[config.mk]
export PLATFORM = sky130hd
export DESIGN_NAME = reg_file_sb
export DESIGN_NICKNAME = d
export VERILOG_FILES = /design/src/rtl/rf_pkg.sv /design/src/rtl/rf_scoreboard.sv /design/src/rtl/reg_file_sb.sv
export SDC_FILE = /design/constraint.sdc
export NUM_CORES = 2
export LEC_CHECK = 0
export CORE_MARGIN = 4
export CORE_UTILIZATION = 46
export CTS_BUF_LIST = sky130_fd_sc_hd__clkbuf_4 sky130_fd_sc_hd__clkbuf_8
export CTS_CLUSTER_SIZE = 16
export DETAILED_ROUTE_END_ITERATION = 6
export PLACE_DENSITY = 0.62
export SLEW_MARGIN = 10
export SYNTH_ARGS = -nofsm -noshare
export SYNTH_HDL_FRONTEND = slang
export SYNTH_HIERARCHICAL = 1
export SYNTH_SLANG_ARGS = --single-unit
[constraint.sdc]
create_clock -name clk -period 4.3 [get_ports clk]
set_input_delay 0.645 -clock clk [delete_from_list [all_inputs] [get_ports clk]]
set_output_delay 0.645 -clock clk [all_outputs]
set_load 0.02 [all_outputs]
[src/rtl/rf_pkg.sv]
// rtl/rf_pkg.sv - shared constants and zero-register helper for reg_file_sb
package rf_pkg;

  localparam int          XLEN_DEF = 32;
  localparam int          NREG_DEF = 32;
  localparam int unsigned REG_ZERO = 0;

  // True when the zero register is enabled and addr selects it.
  function automatic logic is_zero_reg(input logic zero_en, input logic [31:0] addr);
    return zero_en && (addr == 32'(REG_ZERO));
  endfunction

endpackage

[src/rtl/rf_scoreboard.sv]
// rtl/rf_scoreboard.sv - per-register busy bits with set/clear priority and effective-busy lookups
module rf_scoreboard
  import rf_pkg::*;
#(
  parameter int  NREG     = NREG_DEF,
  parameter int  ZERO_REG = 1,
  parameter int  BYPASS   = 1,
  localparam int AW       = $clog2(NREG)
) (
  input  logic          clk,
  input  logic          rst,
  input  logic          clr_en,
  input  logic [AW-1:0] clr_addr,
  input  logic          set_en,
  input  logic [AW-1:0] set_addr,
  input  logic [AW-1:0] addr1,
  input  logic [AW-1:0] addr2,
  input  logic [AW-1:0] addr3,
  output logic          busy1,
  output logic          busy2,
  output logic          busy3
);

  logic [NREG-1:0] busy_q;
  logic [NREG-1:0] busy_d;
  logic [NREG-1:0] eff_busy;

  // Set is applied after clear so a new producer issuing on the same edge wins.
  always_comb begin
    busy_d = busy_q;
    if (clr_en) busy_d[clr_addr] = 1'b0;
    if (set_en) busy_d[set_addr] = 1'b1;
    if (ZERO_REG != 0) busy_d[0] = 1'b0;
  end

  always_ff @(posedge clk) begin
    if (rst) busy_q <= '0;
    else     busy_q <= busy_d;
  end

  always_comb begin
    eff_busy = busy_q;
    if ((BYPASS != 0) && clr_en) eff_busy[clr_addr] = 1'b0;
    if (ZERO_REG != 0) eff_busy[0] = 1'b0;
  end

  assign busy1 = eff_busy[addr1];
  assign busy2 = eff_busy[addr2];
  assign busy3 = eff_busy[addr3];

endmodule

[src/rtl/reg_file_sb.sv]
// rtl/reg_file_sb.sv - 2R/1W register file with zero register, write bypass and busy scoreboard
module reg_file_sb
  import rf_pkg::*;
#(
  parameter int  XLEN     = XLEN_DEF,
  parameter int  NREG     = NREG_DEF,
  parameter int  ZERO_REG = 1,
  parameter int  BYPASS   = 1,
  localparam int AW       = $clog2(NREG)
) (
  input  logic            clk,
  input  logic            rst,
  input  logic [AW-1:0]   src1,
  input  logic [AW-1:0]   src2,
  output logic [XLEN-1:0] read1,
  output logic [XLEN-1:0] read2,
  output logic            read1_busy,
  output logic            read2_busy,
  input  logic            issue_valid,
  input  logic [AW-1:0]   issue_dest,
  input  logic            issue_wr,
  output logic            hazard,
  input  logic            reg_write,
  input  logic [AW-1:0]   dest,
  input  logic [XLEN-1:0] write_data
);

  logic [XLEN-1:0] mem_q [NREG];
  logic [XLEN-1:0] mem_d [NREG];
  logic            wr_en;
  logic            fwd1;
  logic            fwd2;
  logic            dest_busy;
  logic            issue_ok;

  assign wr_en = reg_write && !is_zero_reg(ZERO_REG != 0, 32'(dest));

  always_comb begin
    mem_d = mem_q;
    if (wr_en) mem_d[dest] = write_data;
  end

  always_ff @(posedge clk) begin
    if (rst) mem_q <= '{default: '0};
    else     mem_q <= mem_d;
  end

  assign fwd1 = (BYPASS != 0) && wr_en && (dest == src1);
  assign fwd2 = (BYPASS != 0) && wr_en && (dest == src2);

  always_comb begin
    read1 = fwd1 ? write_data : mem_q[src1];
    read2 = fwd2 ? write_data : mem_q[src2];
    if (is_zero_reg(ZERO_REG != 0, 32'(src1))) read1 = '0;
    if (is_zero_reg(ZERO_REG != 0, 32'(src2))) read2 = '0;
  end

  assign hazard   = issue_valid && (read1_busy || read2_busy || (issue_wr && dest_busy));
  assign issue_ok = issue_valid && !hazard && issue_wr;

  rf_scoreboard #(
    .NREG     (NREG),
    .ZERO_REG (ZERO_REG),
    .BYPASS   (BYPASS)
  ) u_sb (
    .clk      (clk),
    .rst      (rst),
    .clr_en   (reg_write),
    .clr_addr (dest),
    .set_en   (issue_ok),
    .set_addr (issue_dest),
    .addr1    (src1),
    .addr2    (src2),
    .addr3    (issue_dest),
    .busy1    (read1_busy),
    .busy2    (read2_busy),
    .busy3    (dest_busy)
  );

endmodule

After elaboration in Yosys (flattened, before gate mapping)
Index checks and enable logic that the tools add are counted.
W data, S select, Z words.

cells by class
  magnitude comparators = 10
  eq/ne operators = 2
  multiplexer cells = 25
  bitwise logic cells = 6
  reduce and logical (&&, ||, !) cells = 17

operator list
  cell                  count
  $bwmux W1024          1
  $mux W32              11
  $bmux W32 S5          2
  $demux W32 S5         1
  $and A32 B32 Y32      1
  $not A32 Y32          1
  $or A32 B32 Y32       1
  $lt A5 B6 Y1 const B  4
  $ge A6 B6 Y1 const B  3
  $not A5 Y6            3
  $bmux W1 S5           3
  $logic_not A5 Y1      3
  $demux W1 S5          2
  $eq A5 B5 Y1          2
  $ge A5 B1 Y1 const B  2
  $logic_and A1 B1 Y1   10
  $lt A6 B1 Y1 const B  1
  $mux W1               5
  $logic_not A1 Y1      2
  $logic_or A1 B1 Y1    2

word-level totals
  bits in registers = 1056
  input bits = 57
  output and inout bits = 67
  logic and storage cells = 94

Longest topological paths before layout
  word-level depth = 16
  depth in mapped cells = 13

Modules after synthesis
The synthesis kept the hierarchy.

modules (own cells, without submodules)
  module         instances  cells an instance  area an instance (µm²)  seq. area each (µm²)
  reg_file_sb    1          6064               52246.4                 20499.7
  rf_scoreboard  1          359                2621.3                  620.6

Worst setup path after synthesis
OpenSTA, ideal clock, no wires.

  kind = input to register
  start = in dest[4]
  end = reg u_sb.busy_q[20]
  arrival = 3.377 ns
  slack = 0.852 ns
  stages = 11
  path buffers = 1
  cell sequence = buf_2 > or4b_4 > o21ai_2 > o22ai_1 > a311o_1 > o311ai_1 > a32oi_1 > nor4_1 > nor3b_1 > nand2_1 > a21oi_1

between the ends
  cells in the longest elaborated chain, start to end = 16
  elaborated cells between the ends (all ways) = 23
  classes of those cells = order compare (2); mux (10); bitwise (3); reduce/logical (8)

RTL lines
  what                                                                       RTL line             source
  start: declaration                                                         reg_file_sb.sv:24    input logic [AW-1:0] dest,
  $lt A5 B6 Y1 (not written as such) / $ge A5 B1 Y1 (equally long branches)  rf_scoreboard.sv:43  if ((BYPASS != 0) && clr_en) eff_busy[clr_addr] = 1'b0;
  $logic_and A1 B1 Y1 (not written as such)                                  rf_scoreboard.sv:43
  $mux W1 (not written as such)                                              rf_scoreboard.sv:43
  $demux W1 S5 (*)                                                           --
  $not A32 Y32 (no line) (*)                                                 --
  $and A32 B32 Y32 (no line) (*)                                             --
  $mux W32 (*)                                                               rf_scoreboard.sv:43
  $bmux W1 S5 (*)                                                            rf_scoreboard.sv:48  assign busy2 = eff_busy[addr2];
  $mux W1 (not written as such) (*)                                          rf_scoreboard.sv:48
  named net read2_busy                                                       reg_file_sb.sv:18    output logic read2_busy,
  $logic_or A1 B1 Y1 (*) (2 in a row)                                        reg_file_sb.sv:58    assign hazard = issue_valid && (read1_busy || read2_busy || (issue_wr && dest_busy));
  $logic_and A1 B1 Y1 (*)                                                    reg_file_sb.sv:58
  $logic_not A1 Y1 (*)                                                       reg_file_sb.sv:59    assign issue_ok = issue_valid && !hazard && issue_wr;
  $logic_and A1 B1 Y1 (*) (2 in a row)                                       reg_file_sb.sv:59
  named net issue_ok                                                         reg_file_sb.sv:34    logic issue_ok;
  $mux W32 (*)                                                               rf_scoreboard.sv:32  if (set_en) busy_d[set_addr] = 1'b1;
  end signal: assignment                                                     rf_scoreboard.sv:38  else busy_q <= busy_d;
  end: declaration                                                           rf_scoreboard.sv:24  logic [NREG-1:0] busy_q;

Mark *: on every way through the listed nets, which the timed path passes. The rest lies on a longest branch. The select of a mux whose other input is x is not followed.
A chain may end at the register's enable or synchronous reset.

Final worst setup path
  start = in dest[4]
  end = out read2[0]

between the ends
  cells in the longest elaborated chain, start to end = 6
  elaborated cells between the ends (all ways) = 7
  classes of those cells = eq/ne (1); mux (2); reduce/logical (4)

RTL lines
  what                     RTL line           source
  $logic_not A5 Y1         rf_pkg.sv:10       return zero_en && (addr == 32'(REG_ZERO));
  $logic_not A1 Y1         reg_file_sb.sv:36  assign wr_en = reg_write && !is_zero_reg(ZERO_REG != 0, 32'(dest));
  $logic_and A1 B1 Y1      reg_file_sb.sv:36
  $logic_and A1 B1 Y1 (*)  reg_file_sb.sv:49  assign fwd2 = (BYPASS != 0) && wr_en && (dest == src2);
  $mux W32 (*)             reg_file_sb.sv:53  read2 = fwd2 ? write_data : mem_q[src2];
  $mux W32 (*)             reg_file_sb.sv:55  if (is_zero_reg(ZERO_REG != 0, 32'(src2))) read2 = '0;
  end: declaration         reg_file_sb.sv:16  output logic [XLEN-1:0] read2,

Every way passes the cells marked *; elsewhere a longest branch is shown, timed or not.

==> impl_metrics.toml <==
[yosys]
synth-async-reset-ratio_pct = 0
synth.avg_cell_area_sq_um = 8.542
ys_seq_area_share_pct = 38.49
netlist_instances = 6423
synth_edf_count = 0
synthTopCellsByArea = "dfxtp_1 (38%), mux4_2 (16%), nand2_1 (14%)"
synth_fp_nets = 6480
ys_types = 69
yosysWarningCount = 6
ys.flop_type = "dfxtp_1"
netlist_area_sq_um = 54870
synth-seq-cells = 1055
synth_top_area_cell = "dfxtp_1"
synth.top_cell.area_share_pct = 38.49

[global_route]
antenna_found_initial = 9
grt_busiest_layer = "met2"
grt_pass1_wl_um = 347300
met1_usage_pct = 47.86
overflow = 0
grt_usage_pct = 37.42
grt_max_degree = 130
grt.met3_usage_pct = 10.40
met2_usage_pct = 54.88
first_global_vias = 50360

[clock_tree]
cts.clk_slew.worst_paths_ps = 60
clk_latency_ps = 870
cts.sinks = 1055
cts-hold-fix-buffers = 0
clk_path_buf_depth = 3
root_buffer = "clkbuf_8"
cts_tree = "built"
numCtsBuffers = 180
htree_levels = 4

[placement]
dp.cells = 7819
dpl_cell_area_sq_um = 59620
dp_hpwl_um = 149200
port_buffers = 123
pre_cts_slack_ps = -454.7
place_congestion = 0.9352

[critical_path]
slowest_stage = "clkdlybuf4s50_1"
cp-start-kind = "input pin"
worstSetupPathType = "in2out"
slowest_delay_ps = 630
r2r_slack_ps = 1430
required_ps = 3650
crit_chain = "clkdlybuf4s50_1, buf_12, or3_1, o31ai_4, buf_4, nor4_4, buf_4, a21oi_4, buf_12, a32o_1, clkdlybuf4s50_1"
endpoint_kind = "output pin"
cp.arrival_ps = 3600
crit_fanout = 26

[detailed_routing]
route.detailed.drc = 15
wirelength_um = 242000
avgViaCountPerCell = 6.558
routedWlPerCell_um = 29.72
drtIter0Drc = 8214
antenna_left = 0
via_count = 53410
drt-pass1-iter-count = 7

[power_and_ir_drop]
p_leak_uw = 0.02176
ir_drop_mv = 0.2804
p_per_area_nw_per_um2 = 351.8
power.total_uw = 22400

[layout]
nNetsFinal = 6523
fin_cells = 8144
drive_gt1_share_pct = 20.06
fillers = 10720
syn_to_final_growth_pct = 16.06
stdcell_area_sq_um = 63680

[timing]
rsz0062_at_grt = "no"
setup_slack_ps = 53.27
skew_ps = 8.013
finalHoldViolCount = 0
slew_violations = 0
max_freq_mhz = 235.5
fin_setup_tns_ps = 0
period_minus_slack_ps = 4247
max_slew_margin_pct = 4.368
tightest_slew_ps = 1428
period_share_pct = 98.76
setup_viol = 0

[die]
dieWidth_um = 353.4
core_sq_um = 118200
start_util_pct = 46.40
design.die.area_sq_um = 124900
ios = 124
dieHeight_um = 353.4
rows = 126

[job]
maxCapViolCount = 0

[run_status]
outcome = "complete, but fails checks"
violations = "DRC"

[worst_hold_path]
hold_path_class = "in2reg"
-- final cells by class --
type                       count  area [sq um]  area share (%)
multi-input combinational   4681         31250           49.07
timing repair buffer         536          5405           8.488
antenna                        9         22.52         0.03537
tap                         1536          1922           3.018
clock buffer                 289          3583           5.627
inverter                      12         45.04         0.07074
clock inverter                26         330.3          0.5187
sequential                  1055         21120           33.17
-- Yosys cell counts (10+ instances only) --
library cell  count
nor2b_1          42
a32o_1           32
a2111oi_0        11
nand2b_1         11
buf_2            83
o221ai_1         63
a211oi_1         15
o22ai_1          50
nor2_1          113
xnor2_1          12
a221o_1          61
buf_4            34
mux2i_1         282
buf_6            14
clkbuf_2         22
a22oi_1          52
o21ai_0          45
mux2_2           77
a21oi_1        1077
buf_1            15
nor3_1           81
mux4_2          384
nand2_1        2107
clkbuf_1        507
nor3b_1          10
a221oi_1         16
inv_1            11
nand3_1          12
dfxtp_1        1055
-- cell families (layout without fill, tap and decap cells) --
| family | after synthesis | count (layout) | synth area share [%] |
|---|---|---|---|
| AO/OA/AOI/OAI | 1483 | 1483 | 15.79 |
| XOR/XNOR | 17 | 17 | 0.2714 |
| buffers and inverters | 687 | 863 | 5.363 |
| flip-flops | 1055 | 1055 | 38.49 |
| multiplexers | 743 | 743 | 22.49 |
| other | 0 | 9 | 0 |
| AND/OR/NAND/NOR | 2438 | 2438 | 17.59 |
-- final timing paths --
check,from,end,depth (start not counted)
max,dest[4],read2[0],11
min reg2reg,mem_q[74],mem_q[74],2
max reg2reg,u_sb/busy_q[29],u_sb/busy_q[4],13
min,rst,mem_q[1022],2
-- placed cells by master (no fill, tap or decap), types with 63 or more instances in the layout --
master and instances:
nand2_1 2076, a21oi_1 1077, dfxtp_1 1055, mux4_2 384, buf_4 349, mux2i_1 282, clkbuf_8 226, buf_12 88
nor2_1 80, mux2_2 77, nor3_1 75, clkdlybuf4s50_1 74, o221ai_1 63, clkbuf_4 63
-- state kept, by name, indices dropped and copies added, names as in the netlist --
name and count:
mem_q 1024, u_sb/busy_q 31
-- through the flow --
| step | utilization (%) | hold WS (ps) |
|---|---|---|
| 3_5_place_dp | 50.43 | 455.2 |
| 5_1_grt | 53.84 | 329.8 |
| 2_1_floorplan | - | 442.7 |
| 3_3_place_gp | 50.43 | 448.5 |
| 6_report | 53.86 | 319.1 |
| 4_1_cts | 53.77 | 274.5 |
-- what timing repair did --
action	CTS	global route
buffers inserted	0	1
endpoints found under the hold margin	0	0
gates resized for setup	8	24
setup endpoints to repair	7	38
pin swaps	0	2
-- report_power, final --
group / internal, uW / switching, uW
Clock: 5570 / 4430
Sequential: 9850 / 50.0
Combinational: 855 / 1650
-- per-layer routing --
layer  vias to the layer above  part of all wire (%)
met1                     25510                    36
li1                      22700                     -
met4                        10                   8.4
met3                      1129                    13
met5                         -                 0.038
met2                      4060                    42
-- critical path, delay by kind of cell --
kind	cells	cell delay [ps]
buffers and inverters	6	1830
AND/OR/NAND/NOR	2	420
AO/OA/AOI/OAI	3	680
No activity file was read; power rests on OpenSTA's default activity.
